===== src/rtl/reaction_timer_ctrl.sv =====
// Reaction-timer sequencer: random wait, stimulus LED, millisecond BCD count, cheat/timeout detection.
// Button events act on the edge that first samples them high; led/mode trail the state register by one cycle.
module reaction_timer_ctrl #(
  parameter int TICKS_PER_MS = 100000,
  parameter int MIN_DELAY_MS = 2000,
  parameter int RAND_BITS    = 12,
  parameter int TIMEOUT_MS   = 1000
) (
  input  logic        clk,
  input  logic        rst,
  input  logic        start_in,
  input  logic        stop_in,
  input  logic        clear_in,
  output logic        led,
  output logic [15:0] bcd,
  output logic [2:0]  mode
);

  localparam int TICK_W    = (TICKS_PER_MS > 1) ? $clog2(TICKS_PER_MS) : 1;
  localparam int DELAY_MAX = MIN_DELAY_MS + (1 << RAND_BITS) - 1;
  localparam int DELAY_W   = (DELAY_MAX > 0) ? $clog2(DELAY_MAX + 1) : 1;

  localparam logic [TICK_W-1:0]  TICK_LAST = TICK_W'(TICKS_PER_MS - 1);
  localparam logic [DELAY_W-1:0] DELAY_MIN = DELAY_W'(MIN_DELAY_MS);

  function automatic logic [15:0] to_bcd(input int v);
    to_bcd = {4'(v / 1000 % 10), 4'(v / 100 % 10), 4'(v / 10 % 10), 4'(v % 10)};
  endfunction

  localparam logic [15:0] TIMEOUT_BCD = to_bcd(TIMEOUT_MS);

  // Ripple the +1 through the digits; a digit at 9 wraps to 0 and carries on.
  function automatic logic [15:0] bcd_inc(input logic [15:0] b);
    logic [15:0] r;
    logic        c;
    r = b;
    c = 1'b1;
    for (int i = 0; i < 4; i++) begin
      if (c) begin
        if (r[i*4 +: 4] == 4'd9) begin
          r[i*4 +: 4] = 4'd0;
        end else begin
          r[i*4 +: 4] = r[i*4 +: 4] + 4'd1;
          c = 1'b0;
        end
      end
    end
    return r;
  endfunction

  typedef enum logic [2:0] {
    S_IDLE    = 3'd0,
    S_WAIT    = 3'd1,
    S_TIMING  = 3'd2,
    S_DONE    = 3'd3,
    S_CHEAT   = 3'd4,
    S_TIMEOUT = 3'd5
  } state_t;

  state_t             state;
  logic               start_q, stop_q, clear_q;
  logic               start_ev, stop_ev, clear_ev;
  logic [15:0]        lfsr;
  logic               lfsr_fb;
  logic [TICK_W-1:0]  tick_cnt;
  logic               running;
  logic               tick;
  logic [DELAY_W-1:0] delay_cnt;
  logic [DELAY_W-1:0] delay_load;
  logic [15:0]        bcd_next;

  assign start_ev = start_in & ~start_q;
  assign stop_ev  = stop_in  & ~stop_q;
  assign clear_ev = clear_in & ~clear_q;

  // Taps 16,14,13,11 in right-shift form; a non-zero seed keeps it off the all-zero lockup.
  assign lfsr_fb    = lfsr[0] ^ lfsr[2] ^ lfsr[3] ^ lfsr[5];
  assign delay_load = DELAY_MIN + DELAY_W'(lfsr[RAND_BITS-1:0]);

  assign running  = (state == S_WAIT) || (state == S_TIMING);
  assign tick     = running && (tick_cnt == TICK_LAST);
  assign bcd_next = bcd_inc(bcd);

  always_ff @(posedge clk or negedge rst) begin
    if (!rst) begin
      state     <= S_IDLE;
      start_q   <= 1'b0;
      stop_q    <= 1'b0;
      clear_q   <= 1'b0;
      lfsr      <= 16'hACE1;
      tick_cnt  <= '0;
      delay_cnt <= '0;
      bcd       <= 16'h0000;
      led       <= 1'b0;
      mode      <= 3'd0;
    end else begin
      start_q <= start_in;
      stop_q  <= stop_in;
      clear_q <= clear_in;
      lfsr    <= {lfsr_fb, lfsr[15:1]};
      led     <= (state == S_TIMING);
      mode    <= state;

      if (!running || tick) tick_cnt <= '0;
      else                  tick_cnt <= tick_cnt + TICK_W'(1);

      if (clear_ev) begin
        state    <= S_IDLE;
        bcd      <= 16'h0000;
        tick_cnt <= '0;
      end else begin
        case (state)
          S_IDLE: begin
            // stop outranks start even though it has nothing to do here
            if (start_ev && !stop_ev) begin
              state     <= S_WAIT;
              delay_cnt <= delay_load;
              tick_cnt  <= '0;
            end
          end
          S_WAIT: begin
            if (stop_ev) begin
              state    <= S_CHEAT;
              bcd      <= 16'h9999;
              tick_cnt <= '0;
            end else if (tick) begin
              if (delay_cnt <= DELAY_W'(1)) begin
                state    <= S_TIMING;
                bcd      <= 16'h0000;
                tick_cnt <= '0;
              end else begin
                delay_cnt <= delay_cnt - DELAY_W'(1);
              end
            end
          end
          S_TIMING: begin
            // A tick landing with stop is dropped so the frozen value is what the player saw.
            if (stop_ev) begin
              state    <= S_DONE;
              tick_cnt <= '0;
            end else if (tick) begin
              bcd <= bcd_next;
              if (bcd_next == TIMEOUT_BCD) begin
                state    <= S_TIMEOUT;
                tick_cnt <= '0;
              end
            end
          end
          default: ;
        endcase
      end
    end
  end

endmodule


===== config.mk =====
export PLATFORM = sky130hd
export DESIGN_NAME = reaction_timer_ctrl
export DESIGN_NICKNAME = d
export VERILOG_FILES = /design/src/rtl/reaction_timer_ctrl.sv
export SDC_FILE = /design/constraint.sdc
export NUM_CORES = 1
export LEC_CHECK = 0
export CAP_MARGIN = 0
export CELL_PAD_IN_SITES_DETAIL_PLACEMENT = 2
export CELL_PAD_IN_SITES_GLOBAL_PLACEMENT = 2
export CORE_MARGIN = 10
export CORE_UTILIZATION = 40
export DETAILED_ROUTE_END_ITERATION = 10
export GPL_TIMING_DRIVEN = 0
export PLACE_DENSITY_LB_ADDON = 0.15
export REMOVE_ABC_BUFFERS = 1
export SYNTH_ARGS = -nofsm -noshare
export SYNTH_HDL_FRONTEND = slang
export SYNTH_SLANG_ARGS = --single-unit

===== constraint.sdc =====
create_clock -name clk -period 3.5 [get_ports clk]
set_input_delay 0.7 -clock clk [delete_from_list [all_inputs] [get_ports clk]]
set_output_delay 0.7 -clock clk [all_outputs]
set_load 0.01 [all_outputs]

==> results <==
- The total via count in the routed design is 3577.
- The Yosys warning count is 0.
- The area occupied by multi-input gates is 0.002078 mm^2.
- Entering global routing, the biggest net connects 61 pins.
- The upper clock frequency limit is 311.3 MHz.
- For this design the top-level I/O count stands at 25.
- The number of standard cells after synthesis is 443.
- The hold buffer count at CTS is 0.
- The worst reg-to-reg path cell count is 6.
- The average wire per standard cell is ~21 um.
- Across all hold checks on the routed design, the worst slack comes to 0.1591 ns.
- The last weighted congestion value of the routability-driven placer is approximately 0.81.
- The shortest clock period the worst path allows after layout is 3.212 ns.
- Global routing consumed, over all layers together, ~18% of the routing resources.
- The cell taking the most area after synthesis is sky130_fd_sc_hd__dfrtp_1.
- The total overflow left after global routing is 0.
- The fraction of layout instances using a drive strength above 1 is 7.809%.
- The final layout contains approximately 470 nets.
- The number of remaining DRC errors is 0.
- The count of flip-flops with a built-in enable after synthesis is 0.
- The number of filler cells placed in the layout is 1107.
- The synthesized cell area is between 0.004 and 0.005 mm^2.
- Measured along the y axis, the die boundary spans 120.2 um.
- The number of slew-limit violations in the final report is 0.
- The clock tree from TritonCTS is yes.
- The worst endpoint data arrival time is roughly 3.4 ns.
- The die covers 0.01445 mm^2.
- From left edge to right edge, the die measures roughly 120 um.
- The slew at the pin closest to its max-slew limit is 0.9395 ns.
- At the worst endpoint, the required time is around 3.7 ns.
- The iteration count of the initial detailed-routing pass is 4.
- The most frequent cell after synthesis is sky130_fd_sc_hd__dfrtp_1.
- The synthesized area per cell is around 9 um^2.
- The leading register cell type out of synthesis is sky130_fd_sc_hd__dfrtp_1.
- The buffer count from post-CTS setup fixing is 0.
- In the routed layout, each cell is associated on average with a via count of 6.022.
- The total power density per cell area is 631.1 mW/mm^2.
- The area occupied by registers is roughly 0.0018 mm^2.
- In this run the standard cell core region covers 0.009774 mm^2.
- Input and output buffers added on the ports amount to 24.
- For this configuration, the core starts out at a cell density of 41.08%.
- The clock tree synthesis step divided the H-tree into 3 levels.
- The clock tree root driver cell is sky130_fd_sc_hd__clkbuf_8.
- After routing the design area is ~0.0046 mm^2.
- The flow ran to the end, and the final reports show no timing, DRC or antenna violations.
- Once detailed placement completed, the half-perimeter wirelength came to 8.561 mm.
- The worst setup path is launched from a register.
- The tightest slew margin relative to the limit is a little over a third.
- STA classifies the critical path endpoint as a register.
- The worst setup path is of the register to register kind.
- The standard-cell row count is 36.
- The number of non-filler instances in the completed layout is 594.
- In this run the worst path has a maximum fanout of 23.
- The post-detailed-routing wire length is 12.40 mm.
- Once placement completed, the tool counted placed cells totaling 578.
- The period utilization is 91.77%.
- The leakage power figure is 1.773 nW.
- The CTS sink count is 72.
- Setup repair after global routing left no endpoint under its margin.
- After clock tree synthesis, the repair step resized 0 gates.
- The share of the yosys chip area belonging to registers is 45.12%.
- No sink is reached through more buffers than the 2 on the longest clock path.
- The first global-routing pass estimated 20.96 mm of wire.
- The number of antenna violations at the first check in global routing is 0.
- On the final layout, the worst clock skew is 0.01655 ns.
- In the synthesized netlist, the cells that appear most often are sky130_fd_sc_hd__dfrtp_1 (64), sky130_fd_sc_hd__nand2_1 (45), sky130_fd_sc_hd__nor2_1 (36).
- The worst voltage drop across the vdd grid is 246.5 uV.
- The detailed router's first-iteration violation count is 152.
- The number of different library cells used by synthesis comes to 64.
- After synthesis the netlist holds a flip-flop and latch count of 72.
- The count of nets left with antenna violations after detail routing is 0.
- In the post-synthesis netlist, the biggest area contributors are sky130_fd_sc_hd__dfrtp_1 (40%), sky130_fd_sc_hd__dfstp_2 (5.2%), sky130_fd_sc_hd__nand2_1 (4.2%), sky130_fd_sc_hd__a21oi_1 (3.7%), sky130_fd_sc_hd__nor2_1 (3.4%).
- The antenna diode instance count is 0.
- For the worst-skew pair, the clock arrives at the later sink with an insertion delay of 0.38 ns.
- In this run the worst hold path is classified as primary input to asynchronous set/reset pin.
- The number of endpoints failing setup at the final stage is 0.
- The clock transition at the register clock pins on the worst setup and hold paths after CTS is 0.10 ns.
- The placed standard-cell area is 0.004339 mm^2.
- From synthesis to final layout, the design area changed by 13.40%.
- Clock tree synthesis inserted a total of 9 buffers.
- In the synthesized netlist the async set-or-reset flop fraction comes to 100.0%.
- The number of hold-slack violations in the final timing report is 0.
- The number of global-route vias before repair was 3847.
- The total of max-cap violations is 0.
- In this run the biggest area consumer among cell types represents 39.89% of the synthesized area.
[state kept, by name (all words and copies together) (netlist names)]
register,flops
bcd,16
clear_q,1
delay_cnt,13
led,1
lfsr,16
mode,3
start_q,1
state,3
stop_q,1
tick_cnt,17
[power by group]
group	switching, mW	total, mW	internal (mW)
Sequential	0.194	1.15	0.955
Combinational	0.652	1.02	0.372
Clock	0.367	0.700	0.334
Total	1.21	2.87	1.66
[kinds of logic after synthesis]
group / Yosys count / synth area share [%]
AO/OA/AOI/OAI: 122 / 19.32
XOR/XNOR: 23 / 5.017
adder cells (fa/ha/maj): 6 / 1.870
buffers and inverters: 31 / 3.428
flip-flops: 72 / 45.12
multiplexers: 5 / 1.340
AND/OR/NAND/NOR: 184 / 23.90
[through the flow]
step / utilization [%] / TNS (ns) / power [mW] / setup WS, ns
floorplan: - / 0 / 1.767 / 1.041
global placement: 44.14 / -56.66 / 2.118 / -0.8616
detailed placement: 44.39 / -2.730 / 2.181 / -0.3543
CTS: 46.45 / 0 / 2.895 / 0.03663
global route: 46.58 / 0 / 3.091 / 0.02591
finish: 46.58 / 0 / 2.874 / 0.2881
[cell type report]
cell class	count	area share (%)
Clock inverter	7	1.704
Multi-Input combinational cell	340	45.64
Tap cell	133	3.655
Clock buffer	9	2.721
Inverter	8	0.6595
Sequential cell	72	39.79
Timing Repair Buffer	25	5.826
[cell usage in the layout, fill, tap and decap left out, types with 7 or more instances in the layout]
cell type and count:
sky130_fd_sc_hd__xor2_1 9, sky130_fd_sc_hd__and3_1 7, sky130_fd_sc_hd__clkbuf_8 9, sky130_fd_sc_hd__nand2_1 45
sky130_fd_sc_hd__nor3_1 27, sky130_fd_sc_hd__o21ai_0 24, sky130_fd_sc_hd__a21oi_1 30, sky130_fd_sc_hd__xnor2_1 14
sky130_fd_sc_hd__nand3_1 9, sky130_fd_sc_hd__clkdlybuf4s50_1 23, sky130_fd_sc_hd__dfstp_2 8, sky130_fd_sc_hd__dfrtp_1 64
sky130_fd_sc_hd__nand4_1 9, sky130_fd_sc_hd__nor2_1 35, sky130_fd_sc_hd__nor2b_1 11, sky130_fd_sc_hd__o21ai_1 12
[per-layer routing]
layer / GRT usage (%) / vias up / share of wire [%]
li1: - / 1653 / -
met1: 22.87 / 1853 / 44
met2: 29.47 / 49 / 51
met4: 6.033 / 0 / 1.7
met5: 0 / - / 0
met3: 3.397 / 22 / 3.4
[critical path, cell delays in order (launching register included)]
cell	delay, ns
sky130_fd_sc_hd__dfrtp_1	0.89
sky130_fd_sc_hd__inv_2	0.26
sky130_fd_sc_hd__nand2_1	0.56
sky130_fd_sc_hd__a311oi_1	0.13
sky130_fd_sc_hd__a211oi_1	0.48
sky130_fd_sc_hd__nor2b_1	0.59
sky130_fd_sc_hd__nor3_1	0.14
[path summary, 6_finish.rpt]
check	start	to	slack (ns)
max	state[2]$_DFFE_PN0P_	tick_cnt[2]$_DFF_PN0_	0.29
min	rst	bcd[15]$_DFFE_PN0P_	0.16
max reg2reg	state[2]$_DFFE_PN0P_	tick_cnt[2]$_DFF_PN0_	0.29
min reg2reg	lfsr[14]$_DFF_PN0_	lfsr[13]$_DFF_PN1_	0.37
max in group asynchronous	rst	lfsr[10]$_DFF_PN1_	2.71
min in group clk	lfsr[14]$_DFF_PN0_	lfsr[13]$_DFF_PN1_	0.37
Power figures use the tool's default switching activity.
